## src/rtl/down_timer_pkg.sv

```systemverilog
// Shared types and helpers for the loadable countdown timer.
package down_timer_pkg;

   typedef enum logic [1:0] {
      IDLE    = 2'd0,
      RUN     = 2'd1,
      HOLD    = 2'd2,
      EXPIRED = 2'd3
   } state_e;

   // Prescaler counter width; a PRESCALE of 1 still gets a 1-bit counter.
   function automatic int presc_width(input int prescale);
      return (prescale <= 2) ? 1 : $clog2(prescale);
   endfunction

endpackage

```

## src/rtl/down_timer_tick_prescaler.sv

```systemverilog
// Divides enabled clock cycles down to one tick every PRESCALE enabled cycles.
module tick_prescaler
   import down_timer_pkg::*;
#(
   parameter int PRESCALE = 1
) (
   input  logic clk,
   input  logic reset,
   input  logic clear,
   input  logic enable,
   output logic tick
);

   localparam int PW = presc_width(PRESCALE);
   localparam logic [PW-1:0] LAST = PW'(PRESCALE - 1);

   logic [PW-1:0] presc_q, presc_d;

   assign tick = enable & (presc_q == LAST);

   always_comb begin
      presc_d = presc_q;
      if (clear || tick) begin
         presc_d = '0;
      end else if (enable) begin
         presc_d = presc_q + 1'b1;
      end
   end

   always_ff @(posedge clk) begin
      if (reset) begin
         presc_q <= '0;
      end else begin
         presc_q <= presc_d;
      end
   end

endmodule

```

## src/rtl/down_timer.sv

```systemverilog
// Loadable countdown timer with pause, abort and expiry flag.
// Define DOWN_TIMER_AUTO_RELOAD_EN for periodic mode (reload from last accepted load).
module down_timer
   import down_timer_pkg::*;
#(
   parameter int WIDTH    = 4,
   parameter int PRESCALE = 1
) (
   input  logic             clk,
   input  logic             reset,
   input  logic             load_valid,
   output logic             load_ready,
   input  logic [WIDTH-1:0] load_value,
   input  logic             start,
   input  logic             enable,
   input  logic             abort,
   output logic [WIDTH-1:0] count_out,
   output logic             busy,
   output logic             done,
   output logic             expired
);

   localparam logic [WIDTH-1:0] ONE = WIDTH'(1);

   state_e           state_q, state_d;
   logic [WIDTH-1:0] count_q, count_d;
   logic             done_q, done_d;
   logic             busy_q, busy_d;
   logic             expired_q, expired_d;

   logic load_acc;
   logic start_acc;
   logic presc_clear;
   logic presc_en;
   logic tick;

   assign load_ready  = ((state_q == IDLE) || (state_q == EXPIRED)) && !reset;
   assign load_acc    = load_valid & load_ready & ~abort;
   assign start_acc   = (state_q == IDLE) & start & ~abort & ~load_acc;
   assign presc_clear = abort | load_acc | start_acc;
   assign presc_en    = (state_q == RUN) & enable;

   tick_prescaler #(
      .PRESCALE (PRESCALE)
   ) u_prescaler (
      .clk    (clk),
      .reset  (reset),
      .clear  (presc_clear),
      .enable (presc_en),
      .tick   (tick)
   );

`ifdef DOWN_TIMER_AUTO_RELOAD_EN
   logic [WIDTH-1:0] reload_q, reload_d;

   always_comb begin
      reload_d = load_acc ? load_value : reload_q;
   end

   always_ff @(posedge clk) begin
      if (reset) begin
         reload_q <= '0;
      end else begin
         reload_q <= reload_d;
      end
   end
`endif

   always_comb begin
      state_d = state_q;
      count_d = count_q;
      done_d  = 1'b0;
      if (abort) begin
         state_d = IDLE;
      end else if (load_acc) begin
         count_d = load_value;
         state_d = IDLE;
      end else begin
         case (state_q)
            IDLE: begin
               if (start) begin
                  if (count_q == '0) begin
                     state_d = EXPIRED;
                     done_d  = 1'b1;
                  end else begin
                     state_d = RUN;
                  end
               end
            end
            RUN: begin
               if (!enable) begin
                  state_d = HOLD;
               end else if (tick) begin
                  if (count_q > ONE) begin
                     count_d = count_q - ONE;
                  end else begin
                     // Count of 1 (or a stray 0) expires rather than wrapping.
                     done_d = 1'b1;
`ifdef DOWN_TIMER_AUTO_RELOAD_EN
                     if (reload_q != '0) begin
                        count_d = reload_q;
                     end else begin
                        count_d = '0;
                        state_d = EXPIRED;
                     end
`else
                     count_d = '0;
                     state_d = EXPIRED;
`endif
                  end
               end
            end
            HOLD: begin
               if (enable) begin
                  state_d = RUN;
               end
            end
            default: begin
            end
         endcase
      end
      busy_d    = (state_d == RUN) || (state_d == HOLD);
      expired_d = (state_d == EXPIRED);
   end

   always_ff @(posedge clk) begin
      if (reset) begin
         state_q   <= IDLE;
         count_q   <= '0;
         done_q    <= 1'b0;
         busy_q    <= 1'b0;
         expired_q <= 1'b0;
      end else begin
         state_q   <= state_d;
         count_q   <= count_d;
         done_q    <= done_d;
         busy_q    <= busy_d;
         expired_q <= expired_d;
      end
   end

   assign count_out = count_q;
   assign done      = done_q;
   assign busy      = busy_q;
   assign expired   = expired_q;

endmodule
```

## config.mk

```make
export PLATFORM = sky130hd
export DESIGN_NAME = down_timer
export DESIGN_NICKNAME = d
export VERILOG_FILES = /design/src/rtl/down_timer_pkg.sv /design/src/rtl/down_timer_tick_prescaler.sv /design/src/rtl/down_timer.sv
export SDC_FILE = /design/constraint.sdc
export NUM_CORES = 1
export LEC_CHECK = 0
export CAP_MARGIN = 20
export CORE_MARGIN = 10
export CORE_UTILIZATION = 26
export DETAILED_ROUTE_END_ITERATION = 6
export PLACE_DENSITY_LB_ADDON = 0.1
export SYNTH_ARGS = -nofsm -noshare
export SYNTH_HDL_FRONTEND = slang
export SYNTH_HIERARCHICAL = 1
export SYNTH_SLANG_ARGS = --single-unit
```

## constraint.sdc

```tcl
create_clock -name clk -period 3 [get_ports clk]
set_input_delay 0.3 -clock clk [delete_from_list [all_inputs] [get_ports clk]]
set_output_delay 0.3 -clock clk [all_outputs]
set_load 0.005 [all_outputs]
```

# Word-level counts from Yosys, hierarchy flattened
# Cells that the tools add are included.
[totals]
ff_bits = 10
latch_bits = 0
ram_bits = 0
mem_bits_ro = 0
in_bits = 10
out_inout_bits = 8
elab_cells = 60
mem_count = 0
[op_classes]
add_sub_neg = 2
multipliers = 0
div = 0
n_lt_le_gt_ge = 1
eq_ne = 6
n_shift = 0
mux = 20
bitwise = 12
reduce_logical = 13
[op_table]
columns = ["operator", "n"]
rows = [
  ["$mux W4", 5],
  ["$mux W2", 8],
  ["$eq A2 B2 Y1 const B", 4],
  ["$and A1 B1 Y1", 7],
  ["$pmux W2 S3", 1],
  ["$reduce_bool A2 Y1", 3],
  ["$mux W1", 5],
  ["$eq A2 B1 Y1 const B", 2],
  ["$gt A4 B1 Y1 const B", 1],
  ["$logic_not A4 Y1", 1],
  ["$reduce_and A4 Y1", 1],
  ["$sub A4 B1 Y4 const B", 1],
  ["$logic_or A1 B1 Y1", 3],
  ["$not A1 Y1", 3],
  ["$reduce_or A3 Y1", 1],
  ["$logic_not A2 Y1", 1],
  ["$or A1 B1 Y1", 2],
  ["$pmux W1 S2", 1],
  ["$reduce_or A2 Y1", 1],
  ["$add A1 B1 Y1 const B", 1],
  ["$logic_and A1 B1 Y1", 1],
  ["$logic_not A1 Y1", 1],
]

# Longest topological paths before layout
# Gate-level depths: netlist of the first run.
[depth]
word_depth = 10
depth_mapped = 9
depth_no_buf = 9

# Hierarchy
# The synthesis of the first run kept the hierarchy.
[by_module_without_submodules]
columns = ["mod", "n_inst", "cells_each", "area_each_um2", "seq_area_each_um2"]
rows = [
  ["down_timer", 1, 73, 625.6, 180.2],
  ["tick_prescaler", 1, 3, 41.3, 20.0],
]

# Least setup slack after synthesis of the first run
# No wires, ideal clock.
[synth_timing]
path_type = "register -> register"
from = "register state_q[1]"
to = "register count_q[3], in the netlist count_out[3]"
setup_time_ns = 0.086
t_arrival_ns = 2.002
required_ns = 2.914
slack_ns = 0.913
path_stages_with_launch = 9
n_path_buf = 0
period_less_slack_ns = 2.087
path_cell_list = "dfxtp_1 -> inv_1 -> ha_1 -> and2_2 -> nor2b_1 -> nand4b_4 -> nor4_1 -> mux2_2 -> a211oi_1"
[synth_via]
elab_cells_between_ends = 14
cone_classes = "2 x eq/ne; 1 x mux; 4 x bitwise; 7 x reduce/logical"
[synth_rtl]
columns = ["item", "line_no", "rtl"]
rows = [
  ["start, declared", "down_timer.sv:25", "state_e state_q, state_d;"],
  ["start signal, assigned", "down_timer.sv:134", "state_q <= state_d;"],
  ["$eq A2 B1 Y1", "down_timer.sv:41", "assign presc_en = (state_q == RUN) & enable;"],
  ["$and A1 B1 Y1", "down_timer.sv:41", ""],
  ["via presc_en", "down_timer.sv:34", "logic presc_en;"],
  ["$and A1 B1 Y1", "down_timer_tick_prescaler.sv:19", "assign tick = enable & (presc_q == LAST);"],
  ["via tick", "down_timer.sv:35", "logic tick;"],
  ["$reduce_bool A2 Y1 (no source line)", "-", ""],
  ["$reduce_and A4 Y1 (no source line)", "-", ""],
  ["end signal, assigned", "down_timer.sv:135", "count_q <= count_d;"],
  ["end, declared", "down_timer.sv:26", "logic [WIDTH-1:0] count_q, count_d;"],
]
# The timed path passes the listed nets, and every way through them passes these cells.
# A chain may end at the register's enable or synchronous reset.

# Worst setup path in the final report of the first run
[layout_timing]
from = "register state_q[1]"
to = "register busy_q, in the netlist busy"
[layout_via]
elab_chain_cells = 10
elab_cells_between_ends = 21
cone_classes = "5 x eq/ne; 8 x mux; 4 x bitwise; 4 x reduce/logical"
[layout_rtl]
columns = ["item", "line_no", "rtl"]
rows = [
  ["$eq A2 B1 Y1 *", "down_timer.sv:41", ""],
  ["$and A1 B1 Y1 *", "down_timer.sv:41", ""],
  ["via presc_en", "down_timer.sv:34", ""],
  ["$and A1 B1 Y1 *", "down_timer_tick_prescaler.sv:19", ""],
  ["via tick", "down_timer.sv:35", ""],
  ["$mux W2 *", "down_timer.sv:93", "end else if (tick) begin"],
  ["$mux W2 *", "down_timer.sv:91", "if (!enable) begin"],
  ["$pmux W2 S3 *", "down_timer.sv:79", "case (state_q)"],
  ["$mux W2 *", "down_timer.sv:75", "end else if (load_acc) begin"],
  ["$mux W2 *", "down_timer.sv:73", "if (abort) begin"],
  ["via state_d[1]", "down_timer.sv:25", ""],
  ["$eq A2 B1 Y1 or $eq A2 B2 Y1 (tied branches)", "down_timer.sv:122", "busy_d = (state_d == RUN) || (state_d == HOLD);"],
  ["$logic_or A1 B1 Y1 *", "down_timer.sv:122", ""],
  ["via busy_d", "down_timer.sv:28", "logic busy_q, busy_d;"],
  ["end signal, assigned", "down_timer.sv:137", "busy_q <= busy_d;"],
  ["end, declared", "down_timer.sv:28", ""],
]
# Mark *: on every way through the listed nets, which the timed path passes. The rest lies on a longest branch.

==> results by group, run 1 <==
Hold path
  – Hold WC Path Type: flip-flop to flip-flop
  – Hold_sp: u_prescaler/presc_q
  – Hold path cells: 1
  – Hold Crit Endpoint: u_prescaler/presc_q

Drt
  – Antenna viol nets, final: 0
  – DR pass1 iterations: 4
  – WL/cell: 12.9 µm
  – Via density: 4.69
  – Via count: 596
  – DRC: 0
  – Drt initial violations: 42
  – Detailed Route WL: 1.64 mm

Die
  – Ports: 18
  – Die width: 70.6 µm
  – CORE AREA: 2450 µm²
  – Initial core utilization: 0.272
  – # rows: 18
  – Die Span Y: 70.6 µm
  – DIE AREA: 4990 µm²

STA
  – Fmax achieved: 0.428 GHz
  – Max_slew headroom: 0.746
  – Period minus WS final: 2.34 ns
  – RSZ-0062 raised after global routing: no
  – Tcrit/Tclk final: 0.779
  – Hold Slack: 0.498 ns
  – Final Setup Violations: 0
  – Fin. Hold Viols: 0
  – Worst-Margin Slew: 0.371 ns
  – Skew final: 0.000548 ns
  – Slew Limit Fails: 0
  – Setup_tns: 0 ns

Place
  – I/O Buffers: 17
  – Cells after DPL: 123
  – DP Area: 875 µm²
  – Gpl congestion: 0.747
  – DP HPWL: 1.32 mm

Setup path
  – Critical R2R Launch: state_q[1]
  – Crit path kind: flip-flop to flip-flop
  – Crit-path max FO: 5
  – Register-to-register path setup slack: 0.66 ns
  – Worst r2r path cells: 9
  – FF-to-FF End: busy
  – WP data arrival: 2.48 ns
  – Worst setup SP type: flip-flop
  – Setup crit end kind: flip-flop
  – CP required: 3.14 ns

Clocking
  – Post-CTS Resized: 0
  – Clk slew on worst S/H paths: 0.07 ns
  – Cts hold-fix bufs: 0
  – CTS root buffer: clkbuf_4
  – Depth of the CTS H-tree: 1
  – CTS buffer count: 3
  – Post-CTS Setup Bufs: 0
  – Worst-skew pair later-pin latency: 0.26 ns
  – TritonCTS Sinks: 10
  – CTS tree: done
  – Clock buffer depth: 2

Finish
  – Share of layout cells above drive strength 1: 0.103
  – Final instance area: 911 µm²
  – Fill count: 266
  – # diodes: 0
  – Area growth syn-to-layout: 36.6%
  – Nets: 115
  – Final Non-Filler Cells: 127

GRT
  – Initial antenna violation count: 0
  – Largest net degree at the start of global routing: 10
  – First-pass GRT wire length: 2.86 mm
  – Vias in the first global route: 622
  – Grt ovf: 0
  – Gr usage total: 0.0698

Synthesis
  – Synthesized net count: 93
  – Ys Warns: 6
  – Area contributors post-synth: dfxtp_1 30%, ha_1 13%, nor2_1 4.5%
  – Synth cell types: 33
  – Number of synthesized flops with an enable pin: 0
  – Ys async rst share: 0
  – Sequential area share after synthesis: 0.300
  – Yosys reg bits: 10
  – Area leader, netlist: dfxtp_1
  – Syn Area/Cell: 8.77 µm²
  – Synthesized cell area: 667 µm²
  – Top_reg_cell synth: dfxtp_1
  – Syn Inst Count: 76
  – Synth top area share: 0.300

Flow run
  – Max cap viols: 0

Power
  – P_leak: 0.000359 µW
  – Pwr/cell area: 375 nW/µm²
  – Max VDD drop: 198 µV

Run status
  – Outcome: finished, final reports clean
-- state kept, by name (all words and copies together) (netlist names) --
name                 count
state_q                  2
expired                  1
u_prescaler/presc_q      1
done                     1
busy                     1
count_out                4
-- worst max path at each step --
stage,startpoint,endpoint,slack (ns)
finish,state_q[1],busy,0.66
global placement,enable,busy,0.43
CTS,state_q[1],busy,0.65
global route,state_q[1],count_out[3],0.47
floorplan,state_q[1],count_out[3],0.91
detailed placement,enable,busy,0.46
-- worst max-delay path: stages, from the launching register on --
cell	delay, ns
dfxtp_1	0.35
inv_1	0.13
ha_1	0.25
and2_2	0.21
nor2b_1	0.30
nand3b_1	0.12
a32o_1	0.29
a21boi_0	0.18
ha_1	0.26
nor2b_1	0.13
-- per-layer routing --
layer	part of all wire	routed length, µm	GRT usage	vias to the layer above
met5	0	0	0	-
met4	0.0079	13	0.0366	0
met3	0.064	105	0.0349	2
met2	0.47	766	0.110	10
met1	0.46	754	0.0757	266
li1	-	-	-	318
-- kinds of logic (layout without fill, tap and decap cells) --
kind of cell	Yosys count	after routing	share of synthesized area
compound gates	17	17	0.173
buf+inv	7	28	0.0394
fa+ha+maj	7	7	0.131
mux	2	2	0.0319
flops	10	10	0.300
simple gates	33	33	0.325
-- layout by cell type (no fill, tap or decap), types with 2 or more instances in the layout --
master           synthesis  layout
clkdlybuf4s50_1          0      17
dfxtp_1                 10      10
nor2_1                   8       8
inv_1                    7       7
ha_1                     7       7
o21ai_0                  5       5
a21oi_1                  4       4
nor2b_1                  4       4
nand2_1                  3       3
clkbuf_4                 0       3
nand3b_1                 2       2
a311oi_1                 2       2
nor3_1                   2       2
-- where the power goes --
part	switching (µW)	internal, µW
clock network	50.4	73.6
logic	32.7	40.4
registers	5.65	139
-- final cells by class --
cell class / instances / area [µm²] / area share
Timing Repair Buffer: 17 / 170 / 0.187
Sequential cell: 10 / 200 / 0.220
Clock buffer: 4 / 36.3 / 0.0398
Inverter: 7 / 26.3 / 0.0288
Multi-Input combinational cell: 59 / 440 / 0.484
Tap cell: 30 / 37.5 / 0.0412
-- cell usage after synthesis (2+ instances only) --
cell      number
ha_1           7
a21oi_1        4
nor2_1         8
dfxtp_1       10
nor3_1         2
nor2b_1        4
inv_1          7
nand3b_1       2
nand2_1        3
o21ai_0        5
a311oi_1       2
-- stage by stage --
| stage | utilization | power, µW | worst slack (ns) |
|---|---|---|---|
| after detailed placement | 0.356 | 221 | 0.463 |
| after global routing | 0.371 | 367 | 0.473 |
| after global placement | 0.356 | 222 | 0.428 |
| final | 0.371 | 342 | 0.663 |
| after CTS | 0.371 | 348 | 0.650 |
| after floorplan | - | 184 | 0.913 |
(Power assumes the default switching activity.)
==> run 2: changes to the inputs <==
clock period = 2.4 ns   (was 3 ns; I/O delays follow)
==> run 2 against run 1 <==
Net effect:
- register-to-register slack got worse by 0.41 ns
- die area unchanged
- worst setup slack worse by 0.41 ns
- sequential power up 25%
- cell area increased by 2.7%
- sequential share of layout area decreased by 0.59 points
- via count is 3.2% higher
- first-iteration DRC count is 38% lower
- clock-buffer cell count is the same
- critical path type unchanged
- largest power group unchanged
- highest routed layer unchanged
==> results by group, run 2 (same netlist as run 1, synthesis figures left out) <==
Power
  – Int Pwr: 319 µW
  – P_leak: 0.000374 µW
  – Clk pwr share: 0.363
  – Pwr/cell area: 461 nW/µm²
  – Switching Share: 0.261
  – Power share of the combinational group: 0.219
  – P_sw: 113 µW
  – Register share of total power: 0.418
  – Max VDD drop: 269 µV

Place
  – I/O Buffers: 17
  – DP HPWL: 1.35 mm
  – Gpl congestion: 0.769

Clocking
  – TritonCTS Sinks: 10
  – CTS buffer count: 3
  – Worst-skew pair later-pin latency: 0.27 ns
  – Clk slew on worst S/H paths: 0.08 ns
  – Depth of the CTS H-tree: 1
  – CTS root buffer: clkbuf_4
  – Clock buffer depth: 2
  – Cts hold-fix bufs: 0
  – CTS tree: done

Setup path
  – Worst setup SP type: flip-flop
  – CP required: 2.56 ns
  – WP data arrival: 2.31 ns
  – Setup crit end kind: flip-flop
  – Crit-path max FO: 5
  – Crit path kind: flip-flop to flip-flop

STA
  – Slew Limit Fails: 0
  – Max_slew headroom: 0.764
  – Hold Slack: 0.513 ns
  – Final Setup Violations: 0
  – Worst-Margin Slew: 0.346 ns
  – Fmax achieved: 0.465 GHz
  – Fin. Hold Viols: 0
  – Tcrit/Tclk final: 0.896
  – Skew final: 0.00739 ns
  – Setup_tns: 0 ns
  – RSZ-0062 raised after global routing: no
  – Period minus WS final: 2.15 ns

Die
  – CORE AREA: 2450 µm²
  – # rows: 18
  – DIE AREA: 4990 µm²
  – Die width: 70.6 µm
  – Initial core utilization: 0.272
  – Ports: 18
  – Die Span Y: 70.6 µm

Drt
  – Via density: 4.73
  – DR pass1 iterations: 4
  – Via count: 615
  – Drt initial violations: 26
  – Antenna viol nets, final: 0
  – DRC: 0
  – WL/cell: 13.0 µm
  – Detailed Route WL: 1.69 mm

Finish
  – Max reg flops: 4
  – Util after Layout: 0.381
  – Area growth syn-to-layout: 40.3%
  – Nets: 118
  – Share of layout cells above drive strength 1: 0.140
  – Commonest non-fill, non-tap cell in the layout: clkdlybuf4s50_1
  – Leading cell types in the layout, fill and taps excluded: 17 x clkdlybuf4s50_1, 10 x dfxtp_1, 8 x nor2_1, 7 x inv_1, 7 x ha_1
  – # diodes: 0

GRT
  – Gr usage total: 0.0713
  – Largest net degree at the start of global routing: 9
  – Grt ovf: 0
  – Vias in the first global route: 644
  – First-pass GRT wire length: 2.90 mm
  – Initial antenna violation count: 0

Run status
  – Outcome: finished, final reports clean

Flow run
  – Max cap viols: 0

Hold path
  – Hold WC Path Type: flip-flop to flip-flop
-- run 2: cell count changes in the layout (fill, tap and decap cells not counted), sizes merged --
| cell | delta |
|---|---|
| buf | +3 |
-- run 2: path summary, 6_finish.rpt --
kind,startpoint,end,slack (ns),depth (start not counted)
min,u_prescaler/presc_q,u_prescaler/presc_q,0.51,1
min reg2reg,u_prescaler/presc_q,u_prescaler/presc_q,0.51,1
max reg2reg,state_q[1],busy,0.25,9
max,state_q[1],busy,0.25,9
-- run 2: per-layer routing --
metal / vias to the layer above / GRT usage / routed length [µm] / part of all wire
li1: 324 / - / - / -
met1: 279 / 0.0773 / 796 / 0.47
met2: 10 / 0.114 / 757 / 0.45
met3: 2 / 0.0321 / 126 / 0.074
met4: 0 / 0.0387 / 13 / 0.0077
met5: - / 0 / 0 / 0
-- run 2: through the flow --
step	total power, µW	cell area [µm²]	std cells	worst slack [ns]
global route	456	936	130	0.0815
finish	431	936	130	0.250
detailed placement	280	897	126	0.0845
CTS	439	933	130	0.140
floorplan	230	667	76	0.313
global placement	281	897	126	0.0943
-- run 2: timing repair --
| item | CTS | global route |
|---|---|---|
| gates resized for setup | 0 | 1 |
| buffers inserted | 0 | 0 |
| setup endpoints to repair | 0 | 1 |
-- run 2: worst max-delay path: stages, from the launching register on --
cell and delay (ns):
dfxtp_1 0.36, inv_1 0.13, ha_1 0.17, and2_2 0.18, nor2b_2 0.24, nand3b_1 0.10, a32o_1 0.28, a21boi_0 0.20
ha_1 0.26, nor2b_1 0.12
-- run 2: area by class of cell --
cell class	instances	area (µm²)
tap	30	37.5
timing repair buffer	20	193
clock buffer	4	36.3
multi-input combinational	59	443
inverter	7	26.3
fill	265	1520
sequential	10	200
-- run 2: power by group through the flow --
stage | clock, µW | combinational [µW] | sequential, µW
final | 157 | 94.3 | 180
after CTS | 162 | 96.1 | 181
after detailed placement | 0 | 95.6 | 185
after global routing | 167 | 107 | 182
after floorplan | 0 | 45.9 | 184
after global placement | 0 | 96.2 | 185
==> run 3: changes to the inputs <==
==> constraint.sdc (replaced) <==
create_clock -name clk -period 2.4 [get_ports clk]
set_input_delay 0.48 -clock clk [delete_from_list [all_inputs] [get_ports clk]]
set_output_delay 0.48 -clock clk [all_outputs]
set_load 0.005 [all_outputs]
==> run 3 against run 2 <==
Net effect:
- via count increased by 0.49%
- total power decreased by 1.2%
- clock power decreased by 4%
- global-route usage decreased by 0.56 points
- fmax decreased by 4.5%
- core utilization increased by 0.61 points
- largest cell class unchanged
==> results by group, run 3 (same netlist as run 1, synthesis figures left out) <==
Finish
  – Final Non-Filler Cells: 132
  – Share of layout cells above drive strength 1: 0.157
  – Commonest non-fill, non-tap cell in the layout: clkdlybuf4s50_1
  – Area growth syn-to-layout: 42.6%
  – Leading cell types in the layout, fill and taps excluded: 17 x clkdlybuf4s50_1, 10 x dfxtp_1, 7 x inv_1, 7 x nor2_1, 7 x ha_1
  – # diodes: 0
  – Util after Layout: 0.387
  – Max reg flops: 4
  – Nets: 120

Setup path
  – CP required: 1.92 ns
  – Worst path cell trace: inv_1 -> ha_1 -> nor2_2 -> clkdlybuf4s50_1
  – CP max stage delay: 0.52 ns
  – Crit path buffers/inverters: 2
  – Crit-path max FO: 5
  – Crit path kind: flip-flop to output pin
  – Family with the most delay on the worst path: buffers and inverters
  – Setup crit end kind: output pin
  – WP data arrival: 1.77 ns
  – Crit-path slowest cell: clkdlybuf4s50_1
  – Worst setup SP type: flip-flop

Die
  – # rows: 18
  – Die width: 70.6 µm
  – Initial core utilization: 0.272
  – Ports: 18
  – Die Span Y: 70.6 µm
  – CORE AREA: 2450 µm²
  – DIE AREA: 4990 µm²

Clocking
  – CTS buffer count: 3
  – Clock buffer depth: 2
  – Worst-skew pair later-pin latency: 0.25 ns
  – CTS root buffer: clkbuf_4
  – Depth of the CTS H-tree: 1
  – Cts hold-fix bufs: 0
  – Post-CTS Setup Bufs: 0
  – Clk slew on worst S/H paths: 0.07 ns
  – CTS tree: done
  – TritonCTS Sinks: 10

Power
  – Switching Share: 0.251
  – Clk pwr share: 0.352
  – Power share of the combinational group: 0.224
  – Pwr Total: 426 µW
  – P_leak: 0.000384 µW
  – Register share of total power: 0.424
  – Int Pwr: 319 µW
  – Max VDD drop: 238 µV
  – P_sw: 107 µW
  – Pwr/cell area: 448 nW/µm²

Place
  – DP HPWL: 1.34 mm
  – I/O Buffers: 17
  – Cells after DPL: 128
  – Gpl congestion: 0.752

STA
  – Period minus WS final: 2.25 ns
  – Worst-Margin Slew: 0.364 ns
  – Tcrit/Tclk final: 0.938
  – Setup_tns: 0 ns
  – Slew Limit Fails: 0
  – Max_slew headroom: 0.751
  – Fin. Hold Viols: 0
  – Final Setup Violations: 0
  – Fmax achieved: 0.444 GHz
  – Skew final: 0.00141 ns
  – RSZ-0062 raised after global routing: no

GRT
  – Grt ovf: 0
  – Largest net degree at the start of global routing: 9
  – Gr usage total: 0.0657
  – Initial antenna violation count: 0
  – Vias in the first global route: 605
  – First-pass GRT wire length: 2.82 mm

Hold path
  – Hold WC Path Type: flip-flop to flip-flop

Drt
  – Via density: 4.68
  – Detailed Route WL: 1.68 mm
  – Via count: 618
  – WL/cell: 12.7 µm
  – Drt initial violations: 20
  – DR pass1 iterations: 4
  – DRC: 0
  – Antenna viol nets, final: 0

Flow run
  – Max cap viols: 0

Run status
  – Outcome: finished, final reports clean
[run 3: cell types whose count changed in the layout (fill, tap and decap cells not counted)]
cell	change
nor2b_1	+1
buf_4	+2
nor2b_2	-1
nor2_1	-1
nor2_2	+1
[run 3: worst register-to-register path: cells and delay by family, from the launching register on]
family / cells / cell delay (ns)
AND/OR/NAND/NOR: 4 / 0.80
adder cells (fa/ha/maj): 2 / 0.52
flip-flops: 1 / 0.41
buffers and inverters: 2 / 0.26
AO/OA/AOI/OAI: 1 / 0.09
[run 3: worst paths after layout]
check / start / endpoint / slack (ns) / cells after the start
worst min-delay path: u_prescaler/presc_q / u_prescaler/presc_q / 0.49 / 1
worst min register to register: u_prescaler/presc_q / u_prescaler/presc_q / 0.49 / 1
worst max-delay path: state_q[1] / load_ready / 0.15 / 4
worst max register to register: state_q[1] / busy / 0.22 / 9
[run 3: through the flow]
stage	cell area [µm²]	hold slack [ns]	setup WS [ns]
after floorplan	667	0.474	0.313
after global placement	912	0.487	0.0336
after detailed placement	912	0.487	0.0466
after CTS	948	0.497	0.0859
after global routing	951	0.514	0.0352
final	951	0.493	0.149
[run 3: power by group through the flow]
stage	clock (µW)	combinational (µW)	sequential, µW
6_report	150	95.4	181
5_1_grt	166	107	182
3_5_place_dp	0	95.4	184
2_1_floorplan	0	45.9	184
3_3_place_gp	0	95.8	185
4_1_cts	158	96.3	181
[run 3: layer usage]
layer,global-route usage,share of wire,up-vias
li1,-,-,329
met1,0.0805,0.51,275
met2,0.107,0.43,12
met3,0.0251,0.051,2
met4,0.0129,0.0078,0
met5,0,0,-
[run 3: final cells by class]
cell class / instances / area [µm²]
clock buffers: 4 / 36.3
well taps: 30 / 37.5
flip-flops and latches: 10 / 200
multi-input cells: 59 / 443
fillers: 254 / 1500
inverters: 7 / 26.3
repair buffers: 22 / 208
[run 3: what timing repair did]
item                                    4_1_cts  5_1_grt
endpoints found under the hold margin         0        0
endpoints found under the setup margin        0        1
resized for setup                             0        1
